### src/rtl/data_stack.sv
// rtl/data_stack.sv - operand stack with registered T/N and array-backed deeper entries
module data_stack #(
    parameter int WIDTH = 16,
    parameter int DEPTH = 16
) (
    input  logic                       clk,
    input  logic                       reset,
    input  logic [2:0]                 stackOP,
    input  logic [WIDTH-1:0]           din,
    output logic [WIDTH-1:0]           top,
    output logic [WIDTH-1:0]           second,
    output logic [$clog2(DEPTH+1)-1:0] count,
    output logic                       empty,
    output logic                       full,
    output logic                       overflow,
    output logic                       underflow
);
    localparam int CW = $clog2(DEPTH + 1);
    localparam int AD = DEPTH - 2;
    localparam int PW = $clog2(AD + 1);

    localparam logic [2:0] OP_PUSH  = 3'd1;
    localparam logic [2:0] OP_BINOP = 3'd2;
    localparam logic [2:0] OP_POP   = 3'd3;
    localparam logic [2:0] OP_POP2  = 3'd4;
    localparam logic [2:0] OP_SWAP  = 3'd5;

    // sp counts array entries, always max(count-2, 0)
    logic [PW-1:0]    sp;
    logic [WIDTH-1:0] mem [AD];
    logic [WIDTH-1:0] arr_top;
    logic [WIDTH-1:0] arr_next;

    assign empty    = (count == '0);
    assign full     = (count == CW'(DEPTH));
    assign arr_top  = (sp != '0)       ? mem[sp - PW'(1)] : '0;
    assign arr_next = (sp > PW'(1))    ? mem[sp - PW'(2)] : '0;

    always_ff @(posedge clk) begin
        if (reset && stackOP == OP_PUSH && !full && count >= CW'(2))
            mem[sp] <= second;
    end

    always_ff @(posedge clk) begin
        if (!reset) begin
            count     <= '0;
            sp        <= '0;
            top       <= '0;
            second    <= '0;
            overflow  <= 1'b0;
            underflow <= 1'b0;
        end else begin
            case (stackOP)
                OP_PUSH: begin
                    if (full) begin
                        overflow <= 1'b1;
                    end else begin
                        second <= top;
                        top    <= din;
                        count  <= count + CW'(1);
                        if (count >= CW'(2))
                            sp <= sp + PW'(1);
                    end
                end
                OP_BINOP: begin
                    if (count < CW'(2)) begin
                        underflow <= 1'b1;
                    end else begin
                        top    <= din;
                        second <= arr_top;
                        count  <= count - CW'(1);
                        if (sp != '0)
                            sp <= sp - PW'(1);
                    end
                end
                OP_POP: begin
                    if (count < CW'(1)) begin
                        underflow <= 1'b1;
                    end else begin
                        // with count==1, second is already 0 so T clears
                        top    <= second;
                        second <= arr_top;
                        count  <= count - CW'(1);
                        if (sp != '0)
                            sp <= sp - PW'(1);
                    end
                end
                OP_POP2: begin
                    if (count < CW'(2)) begin
                        underflow <= 1'b1;
                    end else begin
                        top    <= arr_top;
                        second <= arr_next;
                        count  <= count - CW'(2);
                        sp     <= (sp >= PW'(2)) ? sp - PW'(2) : '0;
                    end
                end
                OP_SWAP: begin
                    if (count < CW'(2)) begin
                        underflow <= 1'b1;
                    end else begin
                        top    <= second;
                        second <= top;
                    end
                end
                default: ;
            endcase
        end
    end
endmodule

### config.mk
export PLATFORM = sky130hd
export DESIGN_NAME = data_stack
export DESIGN_NICKNAME = d
export VERILOG_FILES = /design/src/rtl/data_stack.sv
export SDC_FILE = /design/constraint.sdc
export NUM_CORES = 1
export LEC_CHECK = 0
export BUFFER_PORTS_ARGS = -buffer_cell sky130_fd_sc_hd__buf_4
export CORE_ASPECT_RATIO = 0.6
export CORE_MARGIN = 4
export CORE_UTILIZATION = 25
export DETAILED_ROUTE_END_ITERATION = 10
export PLACE_DENSITY = 0.47
export RECOVER_POWER = 50
export SYNTH_ARGS = -nofsm -noshare
export SYNTH_HDL_FRONTEND = slang
export SYNTH_SLANG_ARGS = --single-unit
### constraint.sdc
create_clock -name clk -period 4.13 [get_ports clk]
set_clock_uncertainty 0.05 [all_clocks]
set_input_delay 0.413 -clock clk [delete_from_list [all_inputs] [get_ports clk]]
set_output_delay 0.413 -clock clk [all_outputs]
set_load 0.02 [all_outputs]
== Word-level counts from Yosys, hierarchy flattened ==
Memory sizes are Yosys's and may differ from the RTL's.
Index checks and enable logic that the tools add are counted.
W data, S select, Z words.

* Output and inout port bits: 41
* Memory bits (writable): 224
* Bits in registers: 43
* Bits in read-only memories: 0
* Bits of input ports: 21
* Memories kept: 1
* Word-level logic and storage cells: 78
* Bits in latches: 0

* Muxes and demuxes: 31
* Order comparisons: 5
* $add $sub $neg: 6
* Equality and inequality tests: 14
* Bitwise operators: 0
* Multipliers: 0
* Div/mod/pow operators: 0
* Shift-type cells: 0
* Reductions and logical operators: 15

{| class="wikitable"
|+ Memory list
! memory !! words !! width !! read ports !! clocked after memory_dff !! wr ports !! RTL line !! RTL
|-
| mem || 14 || 16 || 2 || 0 || 1 || 30 || <nowiki>logic [WIDTH-1:0] mem [AD];</nowiki>
|}

{| class="wikitable"
|+ Operator list
! cell !! count
|-
| $mux W16 || 11
|-
| $pmux W16 S5 || 2
|-
| $mux W4 || 7
|-
| $mux W5 || 4
|-
| $pmux W5 S4 || 1
|-
| $pmux W4 S4 || 1
|-
| $ne A2 B2 Y1 const B || 6
|-
| $reduce_and A6 Y1 || 2
|-
| $reduce_bool A4 Y1 || 2
|-
| $eq A3 B2 Y1 const B || 2
|-
| $eq A3 B3 Y1 const B || 2
|-
| $add A5 B1 Y5 const B || 1
|-
| $eq A5 B5 Y1 const B || 1
|-
| $ge A5 B2 Y1 const B || 1
|-
| $logic_not A5 Y1 || 1
|-
| $lt A5 B1 Y1 const B || 1
|-
| $lt A5 B2 Y1 const B || 1
|-
| $reduce_and A5 Y1 || 1
|-
| $reduce_bool A5 Y1 || 1
|-
| $sub A5 B1 Y5 const B || 1
|-
| $sub A5 B2 Y5 const B || 1
|-
| $add A4 B1 Y4 const B || 1
|-
| $ge A4 B2 Y1 const B || 1
|-
| $gt A4 B1 Y1 const B || 1
|-
| 12 further kinds || 18
|}

== Depth between registers and ports, before layout ==
Gate-level depths: netlist of run 1.

* Word-level depth: 6
* Depth in mapped cells: 12
* Gate-level depth less buffers: 8

== Worst setup path before layout of run 1 ==
Ideal clock, no wire load.

* Path type: reg2reg
* Start point: register sp[1]
* End point: register second[0]
* Stages on the path, launching flop included: 11
* Library setup time: 0.137 ns
* Clock period less this slack: 2.889 ns
* Required time: 3.943 ns
* Setup slack: 1.241 ns
* Buffers on the path: 3
* Data arrival time: 2.703 ns
* Cell sequence: dfxtp_1 buf_4 clkinv_1 ha_1 buf_2 clkbuf_1 mux4_2 mux2i_1 nor2_1 a2111oi_2 a31oi_1

* Cells in the longest elaborated chain, start to end: 5
* Elaborated cells between the ends (all ways): 11
* Those cells by class: add/sub: 2; order compare: 1; mux: 6; reduce/logical: 1; memory: 1

{| class="wikitable"
|+ RTL lines
! element !! RTL line !! RTL
|-
| start: declaration || 29 || <nowiki>logic [PW-1:0] sp;</nowiki>
|-
| start signal: assignment || 62 || <nowiki>sp <= sp + PW'(1);</nowiki>
|-
| start signal: assignment || 73 || <nowiki>sp <= sp - PW'(1);</nowiki>
|-
| start signal: assignment || 85 || <nowiki>sp <= sp - PW'(1);</nowiki>
|-
| $sub A4 B2 Y4 or $sub A4 B1 Y4 (tied branches) || 37, 36 ||
|-
| $mem_v2 Z14 W16 || -- ||
|-
| $mux W16 (on tied branches) || 37, 36 ||
|-
| $mux W16 (on tied branches) || 89, 66, 77 ||
|-
| $pmux W16 S5 * || 53 || <nowiki>case (stackOP)</nowiki>
|-
| end signal: assignment || 58 || <nowiki>second <= top;</nowiki>
|-
| end signal: assignment || 93 || <nowiki>second <= arr_next;</nowiki>
|-
| end signal: assignment || 103 || <nowiki>second <= top;</nowiki>
|-
| end: declaration || 11 || <nowiki>output logic [WIDTH-1:0] second,</nowiki>
|}

Mark *: on every way between the ends. The rest lies on a longest branch, timed or not. The select of a mux whose other input is x is not followed.
A chain may end at the register's enable or synchronous reset.

== Worst setup path in the final report of run 1 ==
* Start point: register count[1]
* End point: memory mem[5][0], enable pin

* Cells in the longest elaborated chain, start to end: 6
* Elaborated cells between the ends (all ways): 7
* Those cells by class: order compare: 1; eq/ne: 1; mux: 2; reduce/logical: 3

{| class="wikitable"
|+ RTL lines
! element !! RTL line !! RTL
|-
| start: declaration || 12 || <nowiki>output logic [$clog2(DEPTH+1)-1:0] count,</nowiki>
|-
| start signal: assignment || 60 || <nowiki>count <= count + CW'(1);</nowiki>
|-
| start signal: assignment || 71 || <nowiki>count <= count - CW'(1);</nowiki>
|-
| start signal: assignment || 83 || <nowiki>count <= count - CW'(1);</nowiki>
|-
| branches (longest 3 deep; another with $ge A5 B2 Y1) || -- ||
|-
| $logic_and A1 B1 Y1 * || 40 || <nowiki>if (reset && stackOP == OP_PUSH && !full && count >= CW'(2))</nowiki>
|-
| $mux W1 * || 40 ||
|-
| $mux W1 (implied by the code) * || 41 || <nowiki>mem[sp] <= second;</nowiki>
|-
| end: declaration || 30 ||
|}

Mark *: on every way between the ends.

==> results of run 1 <==
==> kinds of logic after synthesis <==
kind of cell	Yosys count
compound gates	247
xor+xnor	8
fa+ha+maj	14
buf+inv	90
flops	267
mux	145
simple gates	189
==> Yosys cell counts (7+ instances only) <==
cell	count	area [um^2]
dfxtp_1	43	861
ha_1	14	175
inv_1	20	75.1
a211oi_1	12	90.1
nor2b_1	7	43.8
o21ai_1	7	35.0
mux2i_1	54	541
mux4_2	77	1730
clkbuf_1	22	82.6
o22ai_1	32	200
a21oi_1	55	275
a221oi_1	16	140
mux2_2	14	158
nor2_1	74	278
a31oi_1	21	131
o21ai_0	59	295
nand3_1	15	75.1
buf_6	7	78.8
buf_4	11	82.6
buf_2	25	125
edfxtp_1	224	6730
nor3_1	7	35.0
nand2_1	56	210
==> flip-flops by register name (all words and copies together), names as in the netlist <==
name	cells
mem	224
second	16
top	16
count	5
sp	4
overflow	1
underflow	1
==> metal layers <==
| metal | vias to the layer above | GRT usage [%] | part of all wire (%) |
|---|---|---|---|
| met5 | - | 0 | 0 |
| met4 | 0 | 2.26 | 1.5 |
| met3 | 50 | 2.95 | 7.6 |
| met2 | 378 | 21.0 | 41 |
| met1 | 4643 | 23.4 | 50 |
| li1 | 3951 | - | - |
==> final timing paths <==
| check | depth (start not counted) | endpoint |
|---|---|---|
| setup / recovery | 8 | mem[5][0] |
| hold / removal | 3 | top[2] |
| setup reg to reg | 8 | mem[5][0] |
| hold reg to reg | 2 | overflow |
==> worst min-delay path, cell delays in order <==
cell	delay (ns)
buf_4	0.09
a221oi_1	0.07
a21oi_1	0.13
==> area by class of cell <==
type                            instances  area [um^2]
Fill cell                            5195        36300
Sequential cell                       267         7590
Multi-Input combinational cell        603         5270
Tap cell                              693          867
Clock buffer                           36          719
Timing Repair Buffer                  104          673
Clock inverter                         12          109
Inverter                               23         86.3
==> report_power, final <==
group / internal (mW) / switching (mW) / total (mW)
Clock: 1.34 / 1.05 / 2.40
Combinational: 0.710 / 1.11 / 1.82
Sequential: 3.05 / 0.150 / 3.20
Total: 5.11 / 2.31 / 7.42
==> metrics by stage <==
stage	instance area [um^2]	setup slack, ns	hold WS (ns)	util [%]	power, mW
floorplan	13200	1.24	0.501	-	4.48
global placement	14700	1.01	0.411	28.4	5.13
detailed placement	14700	0.945	0.420	28.4	5.13
CTS	15500	0.954	0.116	30.0	7.53
global route	15300	0.655	0.141	29.7	7.75
finish	15300	0.918	0.136	29.7	7.42
==> out/metrics.csv, run 1 <==
metric,value,unit
worst_path_dominant_cell_family,simple AND/OR/NAND/NOR gates,
grt_first_pass_wirelength,62.3,mm
cts-resized-gates,0,
fin_crit,3.21,ns
critPathSlowestCell,nor2_2,
rows,64,
rsz0062_at_grt,no,
nets,1061,
drv_cap,0,
critPathLaunchType,register,
slowest_delay,0.63,ns
layout-drive-gt1-share,22.5,%
gr-total-overflow,0,
timing.fmax,0.311,GHz
period_share,77.8,%
wire_per_inst,24.6,um
gp_congestion,0.808,
yosys_register_bits,267,
ys_types,64,
slew_viol_final,0,
synth_top_family_by_area,multiplexers,
arrival,3.41,ns
start_util,25.6,%
dominantRegCellSynth,edfxtp_1,
setup_tns,0,ns
worst_pin_slew,1.14,ns
fin_cells,1738,
leakagePower,4.87,nW
grt_pass1_vias,8773,
min_from,din[2],
final_cell_mix,"224 x edfxtp_1, 77 x mux4_2, 60 x nor2_1",
hold_buffers,0,
coreArea,51600,um^2
cts_buffer_depth,3,
dieArea,56800,um^2
syn_avg_cell_area,13.8,um^2
dieHeight,186,um
outcome,"complete, no violations",
drtPass1Iterations,7,
synthMuxAreaShare,18.4,%
drcViolationCount,0,
critPathBufInv,2,
io_pins,62,
area_growth,15.8,%
clk_pin_slew,0.07,ns
final_antenna_net_count,0,
antenna_found_initial,0,
htree_levels,1,
ys_seq_area_share,57.4,%
synthCells,960,
ys_async_sr_fraction,0,%
clkSinkCount,267,
floorplan.die.width,305,um
ir_drop,254,uV
synthAdderAreaFrac,1.32,%
io_buffers,61,
syn_nets,995,
synth_xor_area_share,0.643,%
p_per_area,484,nW/um^2
hold_viol_final,0,
min_path_type,in -> reg,
synth_compound_gate_area_share,12.2,%
clkLatencyLatePin,0.55,ns
cts_root_buffer,clkbuf_16,
cp_max_fo,9,
setup-violations-final,0,
drt-total-wl,42.7,mm
yosysWarningCount,0,
via_count,9022,
r2r_slack,0.92,ns
crit_type,reg -> reg,
netlist_area,13200,um^2
synth_edf_count,224,
grt_usage,14.8,%
cts_setup_buffers,0,
mostFrequentLayoutCell,edfxtp_1,
synth-simple-area-share,6.58,%
critPathLaunch,count[1],
numCtsBuffers,27,
end_kind,register,
grt_max_degree,103,
num_antenna_cells,0,
cts_tree,built,
crit_path_cell_trace,"inv_1, ha_1, and4bb_1, nor2_1, and3_1, nand2_1, nor2_2, buf_4",
numPlacedInstances,1690,
reg2reg_from,count[1],
drtIter0Drc,1145,
viasPerCell,5.19,
relSlewSlack,23.7,%
critical_path_required,4.32,ns
hpwl,28.7,mm
No activity file was read; power rests on OpenSTA's default activity.
==> run 2: changes to the inputs <==
--- a/config.mk
+++ b/config.mk
@@ -10,7 +10,7 @@
 export CORE_MARGIN = 4
 export CORE_UTILIZATION = 25
 export DETAILED_ROUTE_END_ITERATION = 10
-export PLACE_DENSITY = 0.47
+export PLACE_DENSITY = 0.49
 export RECOVER_POWER = 50
 export SYNTH_ARGS = -nofsm -noshare
 export SYNTH_HDL_FRONTEND = slang
==> constraint.sdc (replaced) <==
create_clock -name clk -period 2.6 [get_ports clk]
set_clock_uncertainty 0.05 [all_clocks]
set_input_delay 0.26 -clock clk [delete_from_list [all_inputs] [get_ports clk]]
set_output_delay 0.26 -clock clk [all_outputs]
set_load 0.02 [all_outputs]
==> run 2 against run 1 <==
Hold slack lost 0.12 ns. Count of clock-buffer cells in the layout shrank 5. Global-route usage grew 0.25 points. Die area is the same. First-iteration DRC count is 1.2% higher. Via count is 3.3% higher. Flip-flop and latch count unchanged. Largest cell class unchanged.
==> out/metrics.csv, run 2 (synthesis gave the netlist of run 1 again) <==
metric,value,unit,change
layout-drive-gt1-share,25.9,%,was 22.5%
crit_type,reg -> reg,,unchanged
critPathLaunchType,register,,unchanged
clkLatencyLatePin,0.56,ns,was 0.55 ns
largest_reg_flops,224,,unchanged
via_count,9321,,"was 9,022"
gr-total-overflow,0,,unchanged
relSlewSlack,17.1,%,was 23.7%
setup_tns,0,ns,unchanged
worst_pin_slew,1.24,ns,was 1.14 ns
htree_levels,1,,unchanged
crit_path_cell_trace,"clkinv_4, ha_4, buf_16, buf_4, mux2i_1, a211oi_1, a211o_1, a31oi_1, nor2_1",,"was inv_1, ha_1, and4bb_1, nor2_1, and3_1, nand2_1, nor2_2, buf_4"
min_from,din[4],,was din[2]
coreArea,51600,um^2,unchanged
io_buffers,61,,unchanged
rsz0062_at_grt,no,,unchanged
setup-violations-final,0,,unchanged
fillCellCount,5120,,"was 5,195"
numCtsBuffers,27,,unchanged
clk_pin_slew,0.07,ns,about the same
grt_pass1_vias,9027,,"was 8,773"
reg_top3,"mem x224, second x16, top x16",,unchanged
drv_cap,0,,unchanged
cts_buffer_depth,3,,unchanged
holdWs,0.0196,ns,was 0.136 ns
critPathLaunch,sp[1],,was count[1]
dieArea,56800,um^2,unchanged
period_share,94.2,%,was 77.8%
drtPass1Iterations,5,,was 7
fin_crit,2.45,ns,was 3.21 ns
drt-total-wl,43.7,mm,was 42.7 mm
gp_congestion,0.818,,was 0.808
grt_usage,15.0,%,was 14.8%
clkSinkCount,267,,unchanged
timing.fmax,0.408,GHz,was 0.311 GHz
num_antenna_cells,0,,unchanged
cts_root_buffer,clkbuf_16,,unchanged
fin_cells,1789,,"was 1,738"
drtIter0Drc,1159,,"was 1,145"
wire_per_inst,24.4,um,was 24.6 um
numPlacedInstances,1727,,"was 1,690"
nets,1111,,"was 1,061"
cp_max_fo,24,,was 9
end_kind,register,,unchanged
regMostFlops,mem,,unchanged
outcome,"complete, no violations",,unchanged
viasPerCell,5.21,,was 5.19
drcViolationCount,0,,unchanged
reg2reg_from,sp[1],,was count[1]
io_pins,62,,unchanged
fin_util,31.1,%,was 29.7%
critical_path_required,2.99,ns,was 4.32 ns
antenna_found_initial,0,,unchanged
area_growth,21.5,%,was 15.8%
floorplan.die.width,305,um,unchanged
design_area,16100,um^2,"was 15,300 um^2"
grt_first_pass_wirelength,63.6,mm,was 62.3 mm
place_area,15100,um^2,"was 14,700 um^2"
final_antenna_net_count,0,,unchanged
rows,64,,unchanged
slew_viol_final,0,,unchanged
dieHeight,186,um,unchanged
slowest_delay,0.38,ns,was 0.63 ns
p_per_area,766,nW/um^2,was 484 nW/um^2
mostFrequentLayoutCell,edfxtp_1,,unchanged
arrival,2.84,ns,was 3.41 ns
min_path_type,in -> reg,,unchanged
cts_tree,built,,unchanged
start_util,25.6,%,unchanged
leakagePower,5.23,nW,was 4.87 nW
grt_max_degree,53,,was 103
finalPower,12.3,mW,was 7.42 mW
final_cell_mix,"224 x edfxtp_1, 80 x buf_4, 77 x mux4_2",,"was 224 x edfxtp_1, 77 x mux4_2, 60 x nor2_1"
dp_slack,-0.00488,ns,was 0.945 ns
setup_ws,0.151,ns,was 0.918 ns
ir_drop,471,uV,was 254 uV
hold_viol_final,0,,unchanged
critPathSlowestCell,dfxtp_2,,was nor2_2
hpwl,29.9,mm,was 28.7 mm
[run 2: changes by cell type in the layout (fill, tap and decap cells not counted), sizes merged]
cell / delta
buf: +40
clkinv: +3
inv: +1
clkbuf: -7
bufinv: +2
dlygate4sd3: +12
[run 2: per-layer routing]
| metal | GRT usage (%) | vias up | share of wire, % |
|---|---|---|---|
| li1 | - | 4055 | - |
| met1 | 23.9 | 4814 | 50 |
| met2 | 20.9 | 402 | 40 |
| met3 | 3.30 | 50 | 8.3 |
| met4 | 2.47 | 0 | 1.6 |
| met5 | 0 | - | 0 |
[run 2: final timing paths]
kind,end,slack (ns),cells after the start
setup / recovery,second[5],0.15,9
hold / removal,top[4],0.02,3
setup reg to reg,second[5],0.15,9
hold reg to reg,overflow,0.43,2
[run 2: critical path, delay by kind of cell (launching register included)]
kind,cells,cell delay [ns]
AOI/OAI and AO/OA,3,0.66
adders and majority gates,1,0.36
buffers and inverters,3,0.52
DFF,1,0.38
muxes,1,0.29
and+or+nand+nor,1,0.06
[run 2: cell type report]
| cell class | count | area [um^2] | area share, % |
|---|---|---|---|
| timing repair buffer | 154 | 1310 | 8.17 |
| tap | 693 | 867 | 5.39 |
| multi-input combinational | 603 | 5310 | 33.0 |
| sequential | 267 | 7590 | 47.2 |
| clock buffer | 31 | 701 | 4.36 |
| clock inverter | 18 | 199 | 1.24 |
| inverter | 23 | 93.8 | 0.584 |
[run 2: what timing repair did]
item	in CTS	in global routing
hold buffers	12	0
resized for setup	0	9
endpoints found under the setup margin	0	26
setup buffers	0	1
hold endpoints to repair	12	0
[run 2: report_power, final]
part	leakage, nW	total [mW]	switching [mW]	internal (mW)
Clock	0.443	4.04	1.71	2.33
Combinational	2.40	3.18	1.85	1.33
Sequential	2.39	5.09	0.242	4.85
Total	5.23	12.3	3.80	8.51
==> run 3: changes to the inputs <==
--- a/config.mk
+++ b/config.mk
@@ -10,7 +10,7 @@
 export CORE_MARGIN = 4
 export CORE_UTILIZATION = 25
 export DETAILED_ROUTE_END_ITERATION = 10
-export PLACE_DENSITY = 0.49
+export PLACE_DENSITY = 0.43
 export RECOVER_POWER = 50
 export SYNTH_ARGS = -nofsm -noshare
 export SYNTH_HDL_FRONTEND = slang
==> run 3 against run 2 <==
Sequential power about the same. Non-clock buffer count increased by 25. Final area increased by 2.4%. Wire length increased by 5.4%. Register-to-register slack got worse by 0.08 ns. Power increased by 6.0%. First-iteration DRC count decreased by 22%. Flip-flop and latch count unchanged. Core utilization increased by 0.76 points. Clock power increased by 13%. Combinational power increased by 7.2%. Global-route usage increased by 0.89 points. Critical path type unchanged.
==> out/metrics.csv, run 3 (synthesis gave the netlist of run 1 again) <==
metric,value,unit,change
antenna_found_initial,0,,unchanged
setup-violations-final,0,,unchanged
area_growth,24.5,%,was 21.5%
fin_cells,1820,,"was 1,789"
reg2reg_depth,8,,was 9
multi_input_comb_area,5410,um^2,was 5310 um^2
min_path_type,in -> reg,,unchanged
r2r_slack,0.07,ns,was 0.15 ns
holdWs,0.0258,ns,was 0.0196 ns
worst_pin_slew,1.07,ns,was 1.24 ns
viasPerCell,5.14,,was 5.21
slew_viol_final,0,,unchanged
io_pins,62,,unchanged
outcome,"complete, no violations",,unchanged
mostFrequentLayoutCell,edfxtp_1,,unchanged
drcViolationCount,0,,unchanged
grt_first_pass_wirelength,66.5,mm,was 63.6 mm
rows,64,,unchanged
timing.fmax,0.395,GHz,was 0.408 GHz
numPlacedInstances,1742,,"was 1,727"
setup_tns,0,ns,unchanged
cts_root_buffer,clkbuf_16,,unchanged
drt-total-wl,46.1,mm,was 43.7 mm
numCtsBuffers,29,,was 27
crit_type,reg -> reg,,unchanged
cp_max_fo,7,,was 24
drv_cap,0,,unchanged
critPathLaunchType,register,,unchanged
via_count,9362,,"was 9,321"
r2r-end,mem[1][10],,was second[5]
num_antenna_cells,0,,unchanged
ir_drop,497,uV,was 471 uV
arrival,2.75,ns,was 2.84 ns
hold_viol_final,0,,unchanged
drtIter0Drc,909,,"was 1,159"
leakagePower,5.41,nW,was 5.23 nW
final_antenna_net_count,0,,unchanged
regMostFlops,mem,,unchanged
grt_usage,15.9,%,was 15.0%
dieArea,56800,um^2,unchanged
htree_levels,1,,unchanged
clkLatencyLatePin,0.58,ns,was 0.56 ns
setup_ws,0.0706,ns,was 0.151 ns
reg_top3,"mem x224, second x16, top x16",,unchanged
nets,1140,,"was 1,111"
relSlewSlack,28.8,%,was 17.1%
drtPass1Iterations,5,,unchanged
seqCellArea,7590,um^2,about the same
gp_congestion,0.815,,was 0.818
finalPower,13.1,mW,was 12.3 mW
wire_per_inst,25.3,um,was 24.4 um
critical_path_required,2.82,ns,was 2.99 ns
cts_buffer_depth,3,,unchanged
largest_reg_flops,224,,unchanged
start_util,25.6,%,unchanged
layout-drive-gt1-share,28.5,%,was 25.9%
final_cell_mix,"224 x edfxtp_1, 104 x buf_4, 77 x mux4_2",,"was 224 x edfxtp_1, 80 x buf_4, 77 x mux4_2"
dp_slack,-0.0944,ns,was -0.00488 ns
floorplan.die.width,305,um,unchanged
fillCellCount,5142,,"was 5,120"
clkSinkCount,267,,unchanged
gr-total-overflow,0,,unchanged
reg2reg_from,count[0],,was sp[1]
end_kind,register,,unchanged
grt_pass1_vias,9105,,"was 9,027"
hpwl,31.2,mm,was 29.9 mm
period_share,97.3,%,was 94.2%
clk_pin_slew,0.06,ns,was 0.07 ns
io_buffers,61,,unchanged
fin_crit,2.53,ns,was 2.45 ns
cts_tree,built,,unchanged
coreArea,51600,um^2,unchanged
crit_end,mem[1][10],,was second[5]
dieHeight,186,um,unchanged
p_per_area,793,nW/um^2,was 766 nW/um^2
critPathLaunch,count[0],,was sp[1]
grt_max_degree,53,,unchanged
-- run 3: cell count changes in the layout (fill, tap and decap cells not counted), moves of 3 or more --
| cell | change |
|---|---|
| buf_6 | +3 |
| dlygate4sd3_1 | +3 |
| clkinv_2 | -3 |
| ha_1 | -3 |
| buf_4 | +24 |
| mux2i_1 | -4 |
| bufinv_16 | +3 |
| mux2i_2 | +3 |
-- run 3: layout make-up --
type | instances | area share (%)
multi-input cells | 605 | 32.9
well taps | 693 | 5.27
repair buffers | 179 | 8.94
inverters | 23 | 0.570
clock inverters | 18 | 1.69
flip-flops and latches | 267 | 46.1
clock buffers | 35 | 4.54
-- run 3: repair_timing --
item                                    in CTS  in global routing
pin swaps                                    1                  4
gates cloned                                 1                  1
endpoints found under the hold margin       15                  0
setup buffers                                5                  3
resized for setup                            5                 21
hold buffers                                15                  0
endpoints found under the setup margin       8                 32
-- run 3: worst min-delay path by stage --
stage / cells after the start / to / start
after floorplan: 2 / second[10] / reset
after global placement: 2 / overflow / overflow
after detailed placement: 2 / overflow / overflow
after CTS: 3 / top[3] / din[3]
after global routing: 3 / top[8] / din[8]
final: 3 / top[3] / din[3]
-- run 3: through the flow --
stage                     instance area, um^2  util, %
after floorplan                         13300        -
after global placement                  15200     29.4
after detailed placement                15200     29.4
after CTS                               16500     31.9
after global routing                    16500     31.9
final                                   16500     31.9
-- run 3: critical path: stages, from the launching register on --
cell      delay [ns]
dfxtp_1         0.34
inv_1           0.08
ha_1            0.22
and4bb_1        0.27
nor2_2          0.19
and3_1          0.31
nand2_1         0.20
nor2_2          0.30
buf_4           0.28
-- run 3: metal layers --
metal | track usage, % | up-vias | wire [um]
met5 | 0 | - | 0
met4 | 3.14 | 0 | 867
met3 | 3.72 | 48 | 3680
met2 | 22.2 | 388 | 18600
met1 | 24.9 | 4783 | 22900
li1 | - | 4143 | -
-- run 3: where the power goes --
group	internal (mW)	leakage [nW]	switching, mW	total [mW]
registers	4.85	2.39	0.242	5.09
clock network	2.75	0.501	1.80	4.55
logic	1.45	2.52	1.96	3.41
